**src/rtl/wb_pipe_stage.sv**
```systemverilog
// SPARC writeback: decodes op/op2/op3, formats load data, splits LDD into two writes.
// Latency 1 (registered outputs); ready drops for the one LDD_HI cycle and while reset is high.
module wb_pipe_stage #(
    parameter int DATA_W  = 32,
    parameter int RADDR_W = 5,
    parameter int CNT_W   = 32
) (
    input  logic                clk,
    input  logic                reset,
    input  logic                WB_valid_in,
    output logic                WB_ready_out,
    input  logic [2*DATA_W-1:0] WB_alures_in,
    input  logic [2*DATA_W-1:0] WB_load_data_in,
    input  logic [RADDR_W-1:0]  WB_regD_in,
    input  logic [1:0]          WB_op_in,
    input  logic [2:0]          WB_op2_in,
    input  logic [5:0]          WB_op3_in,
    output logic                WB_reg_en,
    output logic [RADDR_W-1:0]  WB_regD_out,
    output logic [DATA_W-1:0]   WB_data_out,
    output logic [CNT_W-1:0]    WB_retired_out
);

    typedef enum logic {S_IDLE, S_LDD_HI} state_t;

    state_t              state_q, state_d;
    logic                reg_en_q, reg_en_d;
    logic [RADDR_W-1:0]  regd_q, regd_d;
    logic [DATA_W-1:0]   data_q, data_d;
    logic [RADDR_W-1:0]  odd_addr_q, odd_addr_d;
    logic [DATA_W-1:0]   odd_data_q, odd_data_d;
    logic [CNT_W-1:0]    retired_q, retired_d;

    logic                accept;
    logic                dec_wr;
    logic                dec_ldd;
    logic [RADDR_W-1:0]  dec_addr;
    logic [DATA_W-1:0]   dec_data;
    logic [DATA_W-1:0]   alu_lo;
    logic [DATA_W-1:0]   ld_lo;
    logic [DATA_W-1:0]   ld_hi;

    assign alu_lo = WB_alures_in[DATA_W-1:0];
    assign ld_lo  = WB_load_data_in[DATA_W-1:0];
    assign ld_hi  = WB_load_data_in[2*DATA_W-1:DATA_W];
    assign accept = WB_valid_in && WB_ready_out;

    always_ff @(posedge clk) begin
        if (reset) begin
            state_q <= S_IDLE;
        end else begin
            state_q <= state_d;
        end
    end

    always_comb begin
        state_d = state_q;
        case (state_q)
            S_IDLE:   if (accept && dec_ldd) state_d = S_LDD_HI;
            S_LDD_HI: state_d = S_IDLE;
            default:  state_d = S_IDLE;
        endcase
    end

    always_comb begin
        WB_ready_out = (state_q == S_IDLE) && !reset;
    end

    always_comb begin
        dec_wr   = 1'b0;
        dec_ldd  = 1'b0;
        dec_addr = WB_regD_in;
        dec_data = alu_lo;
        case (WB_op_in)
            2'b00: dec_wr = (WB_op2_in == 3'b100);
            2'b01: begin
                dec_wr   = 1'b1;
                dec_addr = RADDR_W'(15);
            end
            2'b10: dec_wr = !(WB_op3_in >= 6'h30 && WB_op3_in <= 6'h33);
            default: begin
                case (WB_op3_in)
                    6'h00: begin dec_wr = 1'b1; dec_data = ld_lo; end
                    6'h01: begin dec_wr = 1'b1; dec_data = {{(DATA_W-8){1'b0}}, ld_lo[7:0]}; end
                    6'h02: begin dec_wr = 1'b1; dec_data = {{(DATA_W-16){1'b0}}, ld_lo[15:0]}; end
                    6'h09: begin dec_wr = 1'b1; dec_data = {{(DATA_W-8){ld_lo[7]}}, ld_lo[7:0]}; end
                    6'h0A: begin dec_wr = 1'b1; dec_data = {{(DATA_W-16){ld_lo[15]}}, ld_lo[15:0]}; end
                    6'h03: begin
                        dec_wr   = 1'b1;
                        dec_ldd  = 1'b1;
                        dec_addr = {WB_regD_in[RADDR_W-1:1], 1'b0};
                        dec_data = ld_hi;
                    end
                    default: dec_wr = 1'b0;
                endcase
            end
        endcase
    end

    // Outputs clear every cycle nothing retires; r0 keeps address/data but drops the enable.
    always_comb begin
        reg_en_d   = 1'b0;
        regd_d     = '0;
        data_d     = '0;
        odd_addr_d = odd_addr_q;
        odd_data_d = odd_data_q;
        retired_d  = retired_q;
        if (state_q == S_LDD_HI) begin
            reg_en_d = (odd_addr_q != '0);
            regd_d   = odd_addr_q;
            data_d   = odd_data_q;
        end else if (accept) begin
            retired_d = retired_q + {{(CNT_W-1){1'b0}}, 1'b1};
            if (dec_wr) begin
                reg_en_d = (dec_addr != '0);
                regd_d   = dec_addr;
                data_d   = dec_data;
            end
            if (dec_ldd) begin
                odd_addr_d = {WB_regD_in[RADDR_W-1:1], 1'b1};
                odd_data_d = ld_lo;
            end
        end
    end

    always_ff @(posedge clk) begin
        if (reset) begin
            reg_en_q   <= 1'b0;
            regd_q     <= '0;
            data_q     <= '0;
            odd_addr_q <= '0;
            odd_data_q <= '0;
            retired_q  <= '0;
        end else begin
            reg_en_q   <= reg_en_d;
            regd_q     <= regd_d;
            data_q     <= data_d;
            odd_addr_q <= odd_addr_d;
            odd_data_q <= odd_data_d;
            retired_q  <= retired_d;
        end
    end

    assign WB_reg_en      = reg_en_q;
    assign WB_regD_out    = regd_q;
    assign WB_data_out    = data_q;
    assign WB_retired_out = retired_q;

endmodule

```
**config.mk**
```make
export PLATFORM = sky130hd
export DESIGN_NAME = wb_pipe_stage
export DESIGN_NICKNAME = d
export VERILOG_FILES = /design/src/rtl/wb_pipe_stage.sv
export SDC_FILE = /design/constraint.sdc
export NUM_CORES = 1
export LEC_CHECK = 0
export BUFFER_PORTS_ARGS = -buffer_cell sky130_fd_sc_hd__buf_2
export CORE_MARGIN = 4
export CORE_UTILIZATION = 43
export DETAILED_ROUTE_END_ITERATION = 10
export GPL_TIMING_DRIVEN = 1
export PLACE_DENSITY = 0.81
export SLEW_MARGIN = 0
export SYNTH_ARGS = -nofsm -noshare
export SYNTH_HDL_FRONTEND = slang
export SYNTH_SLANG_ARGS = --single-unit
```
**constraint.sdc**
```tcl
create_clock -name clk -period 1.8 [get_ports clk]
set_input_delay 0.18 -clock clk [delete_from_list [all_inputs] [get_ports clk]]
set_output_delay 0.18 -clock clk [all_outputs]
set_load 0.005 [all_outputs]
```
* Word-level counts from Yosys, hierarchy flattened
Index checks and enable logic that the tools add are counted.
** Word-level totals
- Register bits after elaboration :: 108
- Bits of input ports :: 147
- Output and inout port bits :: 71
- Word-level logic and storage cells :: 53
** Operators by class
- $add $sub $neg :: 1
- Order comparisons :: 2
- Equal/unequal tests :: 8
- Muxes and demuxes :: 19
- Bitwise logic cells :: 1
- Reduce and logical (&&, ||, !) cells :: 15
** Operators by type and width (number)
- $pmux W32 S6 :: 1
- $mux W32 :: 4
- $add A32 B1 Y32 const B :: 1
- $mux W5 :: 3
- $eq A6 B2 Y1 const B :: 2
- $eq A6 B4 Y1 const B :: 2
- $pmux W5 S2 :: 1
- $reduce_bool A5 Y1 :: 2
- $mux W1 :: 8
- $eq A6 B1 Y1 const B :: 1
- $ge A6 B6 Y1 const B :: 1
- $le A6 B6 Y1 const B :: 1
- $logic_not A6 Y1 :: 1
- $reduce_or A6 Y1 :: 1
- $logic_and A1 B1 Y1 :: 4
- $eq A3 B3 Y1 const B :: 1
- $pmux W1 S3 :: 1
- $reduce_and A3 Y1 :: 1
- $reduce_or A3 Y1 :: 1
- $eq A2 B1 Y1 const B :: 1
- $eq A2 B2 Y1 const B :: 1
- $logic_not A1 Y1 :: 2
- $logic_not A2 Y1 :: 1
- $pmux W1 S2 :: 1
- 3 further kinds :: 3

* Depth between registers and ports, before layout
Gate-level depths: netlist of run 1.
- Word-level depth :: 7
- Mapped depth :: 8
- Gate-level depth less buffers :: 5

* Least setup slack after synthesis of run 1
OpenSTA, ideal clock, no wires.
- Path type :: reg-to-reg
- Start :: register retired_q[0] (netlist: WB_retired_out[0])
- End :: register retired_q[22] (netlist: WB_retired_out[22])
- Setup time :: 0.121 ns
- Data arrival time :: 1.680 ns
- Data required time :: 1.679 ns
- Slack :: 0.000 ns
- Cell stages (with the launch flop) :: 7
- Path buffers :: 1
- Period minus slack after synthesis :: 1.800 ns
- Cells stage by stage :: dfxtp_1 ha_1 and3_1 nand4_1 clkbuf_1 nor3_1 mux2_2
** Between the ends
- Longest elaborated chain between the ends :: 1
** Ends and longest elaborated chain
- from (decl) :: line 32 : logic [CNT_W-1:0] retired_q, retired_d;
- from (signal assigned) :: line 140 : retired_q <= retired_d;
- $add A32 B1 Y32 :: line 113 : retired_d = retired_q + {{(CNT_W-1){1'b0}}, 1'b1};
Every way passes these cells.
A chain may end at the register's enable or synchronous reset.

* Worst setup path in the final report of run 1
- Start :: register retired_q[12] (netlist: WB_retired_out[12])
- End :: register retired_q[28] (netlist: WB_retired_out[28])
Same word-level chain as after synthesis.

==> metrics.yaml, run 1 <==
floorplanning:
  start_util_pct: 44.1
  die_x_um: 119
  ioPinCount: 218
  die_y_um: 119
  die_area_um2: 14200
  coreArea_um2: 12100
  placementRows: 40
clock_tree:
  cts_inserted_buffers: 9
  cts_setup_buffers: 0
  postCtsHoldBufs: 0
  clock-sinks: 108
  clock_path_buffers: 2
  cts_tree: "yes"
  insertion_delay_ps: 340
  clkTransAtPathRegs_ps: 70
  h-tree-depth: 3
  clockRootBuffer: "clkbuf_16"
grt:
  antenna_found_initial: 0
  grt.total_usage_pct: 20.7
  gr-total-overflow: 0
  grt_pass1_wl_mm: 24.2
  grt_max_degree: 103
  grt_pass1_vias: 5063
routing:
  drt-total-wl_mm: 14.8
  wl_per_cell_um: 15.1
  remaining_drc_errors: 0
  num_vias: 5207
  via_per_inst: 5.34
  drt_iter0_drc: 366
  drtPass1Iterations: 4
  antenna_left: 0
synth:
  synth_cells: 604
  syn-cell-area_um2: 5320
  syn_nets: 752
  yosysSeqAreaShare_pct: 40.7
  synth_area_leader_cell: "dfxtp_1"
  synth.avg_cell_area_um2: 8.80
  yosysTopAreaCellShare_pct: 40.7
  synthArstFlopShare_pct: 0
  yosysUniqueCellTypes: 50
  synth_ff_type: "dfxtp_1"
  synth_area_leaders: "dfxtp_1, mux2i_1, nor2_1, and2_1, nand2_1"
  yosys_warnings: 0
  ys_ff_latch: 108
  ys_top_cells_by_count: "dfxtp_1, nor2_1, nand2_1, and2_1, mux2i_1"
  synth-edff-count: 0
  synth.most_common_cell: "dfxtp_1"
setup_path:
  reg2reg_slack_ps: 20
  reg2reg_depth: 4
  criticalPathCategory: "reg -> reg"
  cp.required_ps: 2030
  crit_fanout: 8
  cp_top_family: "simple AND/OR/NAND/NOR gates"
  cpPeakStageDelay_ps: 650
  critPathSlowestCell: "or4_4"
  worstReg2RegStart: "WB_retired_out[12]"
  critPathBufInv: 0
  cp_cell_sequence: "nand4_1, or4_4, nor3_1, mux2_2"
  timing.rr.end: "WB_retired_out[28]"
  cp-end-kind: "register"
  start_kind: "register"
  cp.arrival_ps: 2010
placed_design:
  place_congestion: 0.821
  io_buffer_count: 185
  hpwl_mm: 10.5
  pre_cts_slack_ps: -62.7
min_path:
  hp-start: "WB_load_data_in[17]"
  min_path_type: "in -> reg"
  holdPathEnd: "odd_data_q[17]"
  min_path_cells: 3
timing:
  clock_skew_ps: 5.72
  rsz0062_at_grt: "yes"
  post-route-period-util_pct: 98.8
  fmax_mhz: 562
  whs_ps: 83.0
  hold_viol: 0
  finalCriticalPeriod_ps: 1780
  relSlewSlack_pct: 28.3
  final_max_slew_viol_count: 0
  setup_viol_count_final: 0
  fin_ws_ps: 22.1
  tightest_slew_ps: 1060
final_layout:
  area_delta_synth_final_pct: 32.9
  diodes: 0
  final_layout_size_suffix_gt1_share_pct: 35.3
  nFillCells: 1081
  nets: 952
pwr:
  pwr-share-comb_pct: 8.9
  power_frac_seq_pct: 47.8
  ir_worst_vdd_uv: 519
  cellPowerDensity_nw_per_um2: 720
  p_switching_mw: 1.12
  cell_internal_pwr_mw: 3.96
  p_sw_share_pct: 22.1
  p_leak_nw: 2.99
  p_clk_share_pct: 43.3
status:
  status: "finished, final reports clean"
job:
  maxCapViolCount: 0
cells in the final DEF (no fill, tap or decap), drive strengths merged, types with 12 or more instances in the layout:
cell type,Yosys,layout
a21oi,19,19
o21ai,14,14
dfxtp,108,108
nand3,12,12
a2111oi,16,16
o31ai,17,17
buf,21,235
a221oi,16,16
and2,36,36
nor2,75,75
and3,20,20
o211ai,18,18
nor2b,14,14
clkbuf,25,12
nand2,49,49
mux2i,36,36
nor3,14,14
mux2,12,12
a211oi,19,19
area by class of cell:
type	count	area [um2]	area share, %
clock buffers	12	267	3.77
clock inverters	3	68.8	0.974
inverters	7	26.3	0.372
multi-input cells	443	2950	41.7
flip-flops and latches	108	2170	30.7
well taps	168	210	2.98
repair buffers	235	1380	19.6
per-stage QoR:
step / std cells / util [%] / area (um2) / TNS, ps / total power [mW]
finish: 976 / 58.6 / 7070 / 0 / 5.08
global route: 976 / 58.6 / 7070 / -82.5 / 5.29
CTS: 976 / 58.2 / 7020 / 0 / 5.15
detailed placement: 961 / 55.2 / 6660 / -557 / 2.94
global placement: 961 / 55.2 / 6660 / -37.9 / 2.93
floorplan: 604 / - / 5320 / 0 / 2.68
how the worst max path moves through the flow:
stage	from	endpoint	cells after the start
2_1_floorplan	WB_retired_out[17]	WB_retired_out[29]	5
4_1_cts	WB_retired_out[14]	WB_retired_out[24]	5
6_report	WB_retired_out[12]	WB_retired_out[28]	4
3_3_place_gp	WB_retired_out[14]	WB_retired_out[29]	4
5_1_grt	WB_retired_out[1]	WB_retired_out[24]	6
3_5_place_dp	WB_retired_out[19]	WB_retired_out[29]	4
logic make-up after synthesis:
group,after synthesis,share of synthesized area [%]
AO/OA/AOI/OAI,124,17.3
XOR/XNOR,11,1.81
flip-flops,108,40.7
adder cells (fa/ha/maj),1,0.235
buffers and inverters,53,5.08
AND/OR/NAND/NOR,259,25.6
multiplexers,48,9.32
worst reg2reg max path, cell delays in order, from the launching register on:
cell	delay [ps]
dfxtp_1	340
nand4_1	130
or4_4	650
nor3_1	200
mux2_2	350
registers in the layout (all words and copies together) (netlist names):
| name | count |
|---|---|
| WB_regD_out | 5 |
| odd_data_q | 32 |
| odd_addr_q | 5 |
| state_q | 1 |
| WB_data_out | 32 |
| WB_retired_out | 32 |
| WB_reg_en | 1 |
power by group through the flow:
| stage | combinational (mW) | sequential, mW | clock (mW) |
|---|---|---|---|
| final | 0.454 | 2.43 | 2.20 |
| after floorplan | 0.193 | 2.49 | 0 |
| after global routing | 0.500 | 2.43 | 2.36 |
| after global placement | 0.448 | 2.48 | 0 |
| after detailed placement | 0.451 | 2.48 | 0 |
| after CTS | 0.454 | 2.43 | 2.27 |
per-layer routing:
| layer | part of all wire, % | GRT usage (%) |
|---|---|---|
| met4 | 1.3 | 7.89 |
| met2 | 46 | 33.2 |
| met1 | 46 | 28.1 |
| met3 | 6.0 | 3.18 |
| met5 | 0 | 0 |
timing repair:
action / in CTS / in global routing
endpoints found under the setup margin: 8 / 14
gates resized for setup: 4 / 12
pin swaps: 0 / 1
No activity file was read; power rests on OpenSTA's default activity.
==> run 2, diff against run 1 <==
--- a/config.mk
+++ b/config.mk
@@ -9,8 +9,9 @@
 export CORE_MARGIN = 4
 export CORE_UTILIZATION = 43
 export DETAILED_ROUTE_END_ITERATION = 10
-export GPL_TIMING_DRIVEN = 1
+export GPL_TIMING_DRIVEN = 0
 export PLACE_DENSITY = 0.81
+export RECOVER_POWER = 50
 export SLEW_MARGIN = 0
 export SYNTH_ARGS = -nofsm -noshare
 export SYNTH_HDL_FRONTEND = slang
==> run 2 against run 1 <==
- the flow now finishes with violations (setup timing)
- global-route usage grew 2.0 points
- wire length grew 14%
- die area is the same
- critical path depth grew 2
- first-iteration DRC count grew 16%
- largest power group unchanged
==> metrics.yaml, run 2 (synthesis gave the netlist of run 1 again) <==
routing:
  antenna_left: 0  # unchanged
  drt_iter0_drc: 426  # was 366
  drtPass1Iterations: 6  # was 4
  remaining_drc_errors: 0  # unchanged
  via_per_inst: 5.50  # was 5.34
  num_vias: 5442  # was 5207
  drt-total-wl_mm: 16.9  # was 14.8 mm
  wl_per_cell_um: 17.1  # was 15.1 um
pwr:
  cell_internal_pwr_mw: 3.77  # was 3.96 mW
  pwr-share-comb_pct: 9.5  # was 8.9%
  ir_worst_vdd_uv: 462  # was 519 uV
  power_frac_seq_pct: 49.4  # was 47.8%
  p_clk_share_pct: 41.2  # was 43.3%
  p_switching_mw: 1.14  # was 1.12 mW
  p_leak_nw: 2.91  # was 2.99 nW
  cellPowerDensity_nw_per_um2: 690  # was 720 nW/um2
  p_sw_share_pct: 23.3  # was 22.1%
timing:
  whs_ps: 89.1  # was 83.0 ps
  setup_viol_count_final: 2  # was 0
  rsz0062_at_grt: "yes"  # unchanged
  finalCriticalPeriod_ps: 1810  # was 1780 ps
  fmax_mhz: 551  # was 562 MHz
  hold_viol: 0  # unchanged
  relSlewSlack_pct: 31.9  # was 28.3%
  clock_skew_ps: 6.52  # was 5.72 ps
  final_max_slew_viol_count: 0  # unchanged
  fin_ws_ps: -13.3  # was 22.1 ps
  post-route-period-util_pct: 101  # was 98.8%
  tightest_slew_ps: 1010  # was 1060 ps
placed_design:
  pre_cts_slack_ps: -355  # was -62.7 ps
  place_congestion: 0.856  # was 0.821
  place_area_um2: 6440  # was 6660 um2
  hpwl_mm: 12.0  # was 10.5 mm
  io_buffer_count: 182  # was 185
floorplanning:
  die_y_um: 119  # unchanged
  die_x_um: 119  # unchanged
  die_area_um2: 14200  # unchanged
  coreArea_um2: 12100  # unchanged
  placementRows: 40  # unchanged
  start_util_pct: 44.1  # unchanged
  ioPinCount: 218  # unchanged
clock_tree:
  clock_path_buffers: 2  # unchanged
  cts_tree: "yes"  # unchanged
  clkTransAtPathRegs_ps: 70  # about the same
  cts_inserted_buffers: 9  # unchanged
  h-tree-depth: 3  # unchanged
  insertion_delay_ps: 340  # about the same
  clockRootBuffer: "clkbuf_16"  # unchanged
  clock-sinks: 108  # unchanged
grt:
  grt_pass1_vias: 5259  # was 5063
  grt.total_usage_pct: 22.7  # was 20.7%
  grt_pass1_wl_mm: 26.2  # was 24.2 mm
  grt_max_degree: 17  # was 103
  antenna_found_initial: 1  # was 0
  gr-total-overflow: 0  # unchanged
final_layout:
  final_cell_area_um2: 7110  # was 7070 um2
  layout_commonest_cell: "buf_2"  # unchanged
  regArea_um2: 2200  # was 2170 um2
  nFillCells: 1090  # was 1081
  final_layout_size_suffix_gt1_share_pct: 34.6  # was 35.3%
  multi_input_area_um2: 3050  # was 2950 um2
  nets: 964  # was 952
  area_delta_synth_final_pct: 33.8  # was 32.9%
  final_cell_mix: "buf_2, dfxtp_1, nor2_1"  # unchanged
  final_util_pct: 59.0  # was 58.6%
setup_path:
  cp_cell_sequence: "buf_4, and4_4, nand4_1, buf_4, nor4_4, mux2_2"  # was nand4_1, or4_4, nor3_1, mux2_2
  cp_top_family: "simple AND/OR/NAND/NOR gates"  # unchanged
  endpoint: "WB_retired_out[23]"  # was WB_retired_out[28]
  cp.arrival_ps: 2040  # was 2010 ps
  start_kind: "register"  # unchanged
  criticalPathCategory: "reg -> reg"  # unchanged
  reg2reg_slack_ps: -10  # was 20 ps
  cp-end-kind: "register"  # unchanged
  critPathBufInv: 2  # was 0
  worstReg2RegStart: "WB_retired_out[0]"  # was WB_retired_out[12]
  timing.rr.end: "WB_retired_out[23]"  # was WB_retired_out[28]
  cp.required_ps: 2030  # about the same
  critPathSlowestCell: "mux2_2"  # was or4_4
  worstSetupStartpoint: "WB_retired_out[0]"  # was WB_retired_out[12]
  path_common_cell: "buf_4"
  crit_fanout: 5  # was 8
  cp.depth: 6  # was 4
  cpPeakStageDelay_ps: 360  # was 650 ps
  reg2reg_depth: 6  # was 4
min_path:
  min_path_type: "in -> reg"  # unchanged
status:
  violations: "setup timing"
  status: "complete, but fails checks"  # was finished, final reports clean
job:
  maxCapViolCount: 0  # unchanged
[run 2: cell types whose count changed in the layout (fill, tap and decap cells not counted), sizes merged]
cell	previous run	this run
clkbuf	12	55
bufinv	2	1
diode	0	1
buf	235	204
clkinvlp	0	1
[run 2: repair_timing]
item / CTS / global route
gates cloned: 1 / 0
pin swaps: 6 / 7
buffers inserted: 18 / 2
hold buffers: 0 / 0
endpoints found under the setup margin: 61 / 54
gates resized for setup: 43 / 42
[run 2: final cells by class]
type	instances	area share [%]
Antenna cell	1	0.0352
Clock inverter	3	0.651
Timing Repair Buffer	202	14.6
Sequential cell	108	30.9
Inverter	7	0.370
Clock buffer	12	3.61
Multi-Input combinational cell	443	42.9
Tap cell	168	2.96
Buffer	45	3.98
[run 2: routing by layer]
metal  track usage [%]  vias to the layer above  part of all wire (%)
met5                 0                        -                     0
met4              7.60                        0                   1.8
met3              3.85                       32                   7.2
met2              38.6                      257                    48
met1              29.0                     2544                    43
li1                  -                     2609                     -
[run 2: power groups by stage]
| stage | clock network, mW | logic [mW] | registers, mW |
|---|---|---|---|
| floorplan | 0 | 0.193 | 2.49 |
| global placement | 0 | 0.434 | 2.49 |
| detailed placement | 0 | 0.440 | 2.49 |
| CTS | 2.06 | 0.458 | 2.42 |
| global route | 2.17 | 0.508 | 2.42 |
| finish | 2.02 | 0.464 | 2.42 |
[run 2: worst min path at each step]
| stage | from | to | slack [ps] | cells after the start |
|---|---|---|---|---|
| floorplan | WB_load_data_in[0] | odd_data_q[0] | 330 | 2 |
| global placement | WB_load_data_in[21] | odd_data_q[21] | 430 | 3 |
| detailed placement | WB_load_data_in[21] | odd_data_q[21] | 440 | 3 |
| CTS | WB_load_data_in[21] | odd_data_q[21] | 80 | 3 |
| global route | WB_load_data_in[3] | odd_data_q[3] | 90 | 3 |
| finish | WB_load_data_in[21] | odd_data_q[21] | 90 | 3 |
[run 2: tightest hold or removal path, stage by stage]
cell     delay [ps]
buf_2            90
mux2i_1          60
nor2_1           70
[run 2: through the flow]
| stage | instances | power (mW) | setup TNS [ps] |
|---|---|---|---|
| finish | 989 | 4.91 | -25.3 |
| detailed placement | 954 | 2.93 | -13690 |
| global placement | 954 | 2.92 | -11590 |
| global route | 989 | 5.10 | -504 |
| floorplan | 604 | 2.68 | 0 |
| CTS | 988 | 4.93 | -20.4 |
==> run 3, diff against run 2 <==
--- a/config.mk
+++ b/config.mk
@@ -5,12 +5,13 @@
 export SDC_FILE = /design/constraint.sdc
 export NUM_CORES = 1
 export LEC_CHECK = 0
+export ABC_AREA = 1
 export BUFFER_PORTS_ARGS = -buffer_cell sky130_fd_sc_hd__buf_2
 export CORE_MARGIN = 4
 export CORE_UTILIZATION = 43
 export DETAILED_ROUTE_END_ITERATION = 10
 export GPL_TIMING_DRIVEN = 0
-export PLACE_DENSITY = 0.81
+export PLACE_DENSITY = 0.8
 export RECOVER_POWER = 50
 export SLEW_MARGIN = 0
 export SYNTH_ARGS = -nofsm -noshare
==> run 3 against run 2 <==
- the flow now finishes without violations
- hold slack got worse by 17 ps
- sequential power is essentially flat
- critical path type unchanged
- sequential share of layout area down 2.0 points
- largest cell class unchanged
- global-route usage increased by 0.092 points
==> metrics.yaml, run 3 <==
synth:
  synth.avg_cell_area_um2: 6.52  # was 8.80 um2
  yosys_warnings: 0  # unchanged
  ys_top_cells_by_count: "nand2_1, nor2_1, dfxtp_1, inv_1, o21ai_0"  # was dfxtp_1, nor2_1, nand2_1, and2_1, mux2i_1
  synth_ff_type: "dfxtp_1"  # unchanged
  ys_ff_latch: 108  # unchanged
  yosysTopAreaCellShare_pct: 35.9  # was 40.7%
  syn_nets: 1071  # was 752
  syn-cell-area_um2: 6020  # was 5320 um2
  synth_cells: 923  # was 604
  synth-edff-count: 0  # unchanged
  synth.most_common_cell: "nand2_1"  # was dfxtp_1
  synth_area_leaders: "dfxtp_1, nand2_1, nor2_1, inv_1, nand4_1"  # was dfxtp_1, mux2i_1, nor2_1, and2_1, nand2_1
  synthArstFlopShare_pct: 0  # unchanged
  yosysUniqueCellTypes: 42  # was 50
  synth_area_leader_cell: "dfxtp_1"  # unchanged
  yosysSeqAreaShare_pct: 35.9  # was 40.7%
pwr:
  ir_worst_vdd_uv: 407  # was 462 uV
  p_sw_share_pct: 24.6  # was 23.3%
  cell_internal_pwr_mw: 3.77  # about the same
  cellPowerDensity_nw_per_um2: 669  # was 690 nW/um2
  p_clk_share_pct: 41.1  # was 41.2%
  pwr-share-comb_pct: 10.5  # was 9.5%
  p_leak_nw: 3.56  # was 2.91 nW
  p_switching_mw: 1.23  # was 1.14 mW
  power_frac_seq_pct: 48.4  # was 49.4%
setup_path:
  critPathSlowestCell: "dfxtp_1"  # was mux2_2
  critPathBufInv: 1  # was 2
  path_common_cell: "nand2_1"  # was buf_4
  crit_fanout: 10  # was 5
  criticalPathCategory: "reg -> reg"  # unchanged
  cp.arrival_ps: 1900  # was 2040 ps
  cp-end-kind: "register"  # unchanged
  start_kind: "register"  # unchanged
  cpPeakStageDelay_ps: 360  # about the same
  cp_cell_sequence: "nor2_4, nand2_4, buf_2, nor3_2, nand2_1, nor2_2, nand3_1, nand2_1, nor2_1"  # was buf_4, and4_4, nand4_1, buf_4, nor4_4, mux2_2
  cp.required_ps: 2020  # was 2030 ps
  cp_top_family: "simple AND/OR/NAND/NOR gates"  # unchanged
  reg2reg_slack_ps: 120  # was -10 ps
final_layout:
  layout_commonest_cell: "nand2_1"  # was buf_2
  area_delta_synth_final_pct: 24.3  # was 33.8%
  nets: 1268  # was 964
  final_layout_size_suffix_gt1_share_pct: 24.0  # was 34.6%
  finalNonFillerCells: 1303  # was 989
  final_cell_mix: "nand2_1, nor2_1, buf_2"  # was buf_2, dfxtp_1, nor2_1
  nFillCells: 1350  # was 1090
  final_util_pct: 55.6  # was 59.0%
timing:
  clock_skew_ps: 7.31  # was 6.52 ps
  setup_viol_count_final: 0  # was 2
  whs_ps: 72.6  # was 89.1 ps
  post-route-period-util_pct: 93.2  # was 101%
  tightest_slew_ps: 710  # was 1010 ps
  hold_viol: 0  # unchanged
  setup_tns_ps: 0  # was -25.3 ps
  fmax_mhz: 596  # was 551 MHz
  finalCriticalPeriod_ps: 1680  # was 1810 ps
  relSlewSlack_pct: 52.7  # was 31.9%
  final_max_slew_viol_count: 0  # unchanged
job:
  maxCapViolCount: 0  # unchanged
floorplanning:
  die_area_um2: 15900  # was 14200 um2
  coreArea_um2: 13500  # was 12100 um2
  die_x_um: 126  # was 119 um
  ioPinCount: 218  # unchanged
  die_y_um: 126  # was 119 um
  start_util_pct: 44.7  # was 44.1%
  placementRows: 42  # was 40
clock_tree:
  clock-sinks: 108  # unchanged
  insertion_delay_ps: 350  # was 340 ps
  postCtsHoldBufs: 0  # unchanged
  cts_inserted_buffers: 9  # unchanged
  clock_path_buffers: 2  # unchanged
  cts_tree: "yes"  # unchanged
  clockRootBuffer: "clkbuf_16"  # unchanged
  h-tree-depth: 3  # unchanged
  clkTransAtPathRegs_ps: 70  # about the same
grt:
  grt_pass1_wl_mm: 29.7  # was 26.2 mm
  grt.total_usage_pct: 22.8  # was 22.7%
  gr-total-overflow: 0  # unchanged
  antenna_found_initial: 3  # was 1
  grt_pass1_vias: 6233  # was 5259
  grt_max_degree: 17  # unchanged
placed_design:
  hpwl_mm: 14.2  # was 12.0 mm
  io_buffer_count: 184  # was 182
  dp.cells: 1283  # was 954
  place_congestion: 0.937  # was 0.856
routing:
  antenna_left: 0  # unchanged
  drtPass1Iterations: 7  # was 6
  drt_iter0_drc: 508  # was 426
  wl_per_cell_um: 14.2  # was 17.1 um
  drt-total-wl_mm: 18.5  # was 16.9 mm
  remaining_drc_errors: 0  # unchanged
  num_vias: 6576  # was 5442
  via_per_inst: 5.05  # was 5.50
min_path:
  min_path_type: "in -> reg"  # unchanged
status:
  status: "finished, final reports clean"  # was complete, but fails checks
run 3: cell count changes after synthesis, sizes merged, moves of 17 or more:
| cell | delta |
|---|---|
| and3 | -19 |
| o211ai | -18 |
| o21ai | +36 |
| inv | +92 |
| mux2i | -36 |
| nand3 | +43 |
| o31ai | -17 |
| and2 | -36 |
| a21oi | +35 |
| a211oi | -18 |
| nor2 | +115 |
| nand4 | +29 |
| nand2 | +204 |
run 3: layer usage:
metal / part of all wire (%) / GRT usage, % / up-vias
li1: - / - / 3322
met1: 43 / 29.4 / 2940
met2: 46 / 37.2 / 266
met3: 8.6 / 4.61 / 44
met4: 2.4 / 9.34 / 4
met5: 0.076 / 0 / -
run 3: area by class of cell:
cell class	instances	area, um2	area share (%)
antenna	2	5.00	0.0669
buffer	45	262	3.50
clock buffer	12	256	3.43
clock inverter	4	47.5	0.636
inverter	99	374	5.00
multi-input combinational	671	3250	43.5
sequential	108	2160	28.9
tap	176	220	2.95
timing repair buffer	186	897	12.0
run 3: worst reg2reg max path, delay by kind of cell, from the launching register on:
kind	cells	cell delay (ps)
flops	1	360
simple gates	8	980
buf+inv	1	220
run 3: cell families after synthesis:
logic type	after synthesis	synth area share (%)
AOI/OAI and AO/OA	117	11.4
xor gates and xnor gates	1	0.146
adders and majority gates	1	0.208
buffers and inverters	144	10.5
DFF	108	35.9
and+or+nand+nor	552	41.8
run 3: path summary, 6_finish.rpt:
kind	endpoint	cells past startpoint	start
max	WB_retired_out[28]	9	state_q
min	odd_data_q[14]	3	WB_load_data_in[14]
max reg2reg	WB_retired_out[28]	9	state_q
min reg2reg	WB_data_out[31]	2	odd_data_q[31]
run 3: what timing repair did:
item,CTS,global route
pin swaps,1,2
resized for setup,1,13
setup endpoints to repair,1,21
buffers inserted,0,2
run 3: through the flow:
step | setup WS (ps) | cell area, um2 | power (mW)
after global placement | 10.2 | 7160 | 2.99
after global routing | -12.0 | 7470 | 5.18
after CTS | 2.75 | 7460 | 5.02
final | 123 | 7480 | 5.00
after detailed placement | -19.2 | 7160 | 3.00
after floorplan | 274 | 6020 | 2.75
run 3: power by group through the flow:
stage | clock network [mW] | logic (mW) | registers (mW)
3_3_place_gp | 0 | 0.516 | 2.48
5_1_grt | 2.17 | 0.581 | 2.42
3_5_place_dp | 0 | 0.521 | 2.48
2_1_floorplan | 0 | 0.269 | 2.48
4_1_cts | 2.08 | 0.524 | 2.42
6_report | 2.06 | 0.524 | 2.42
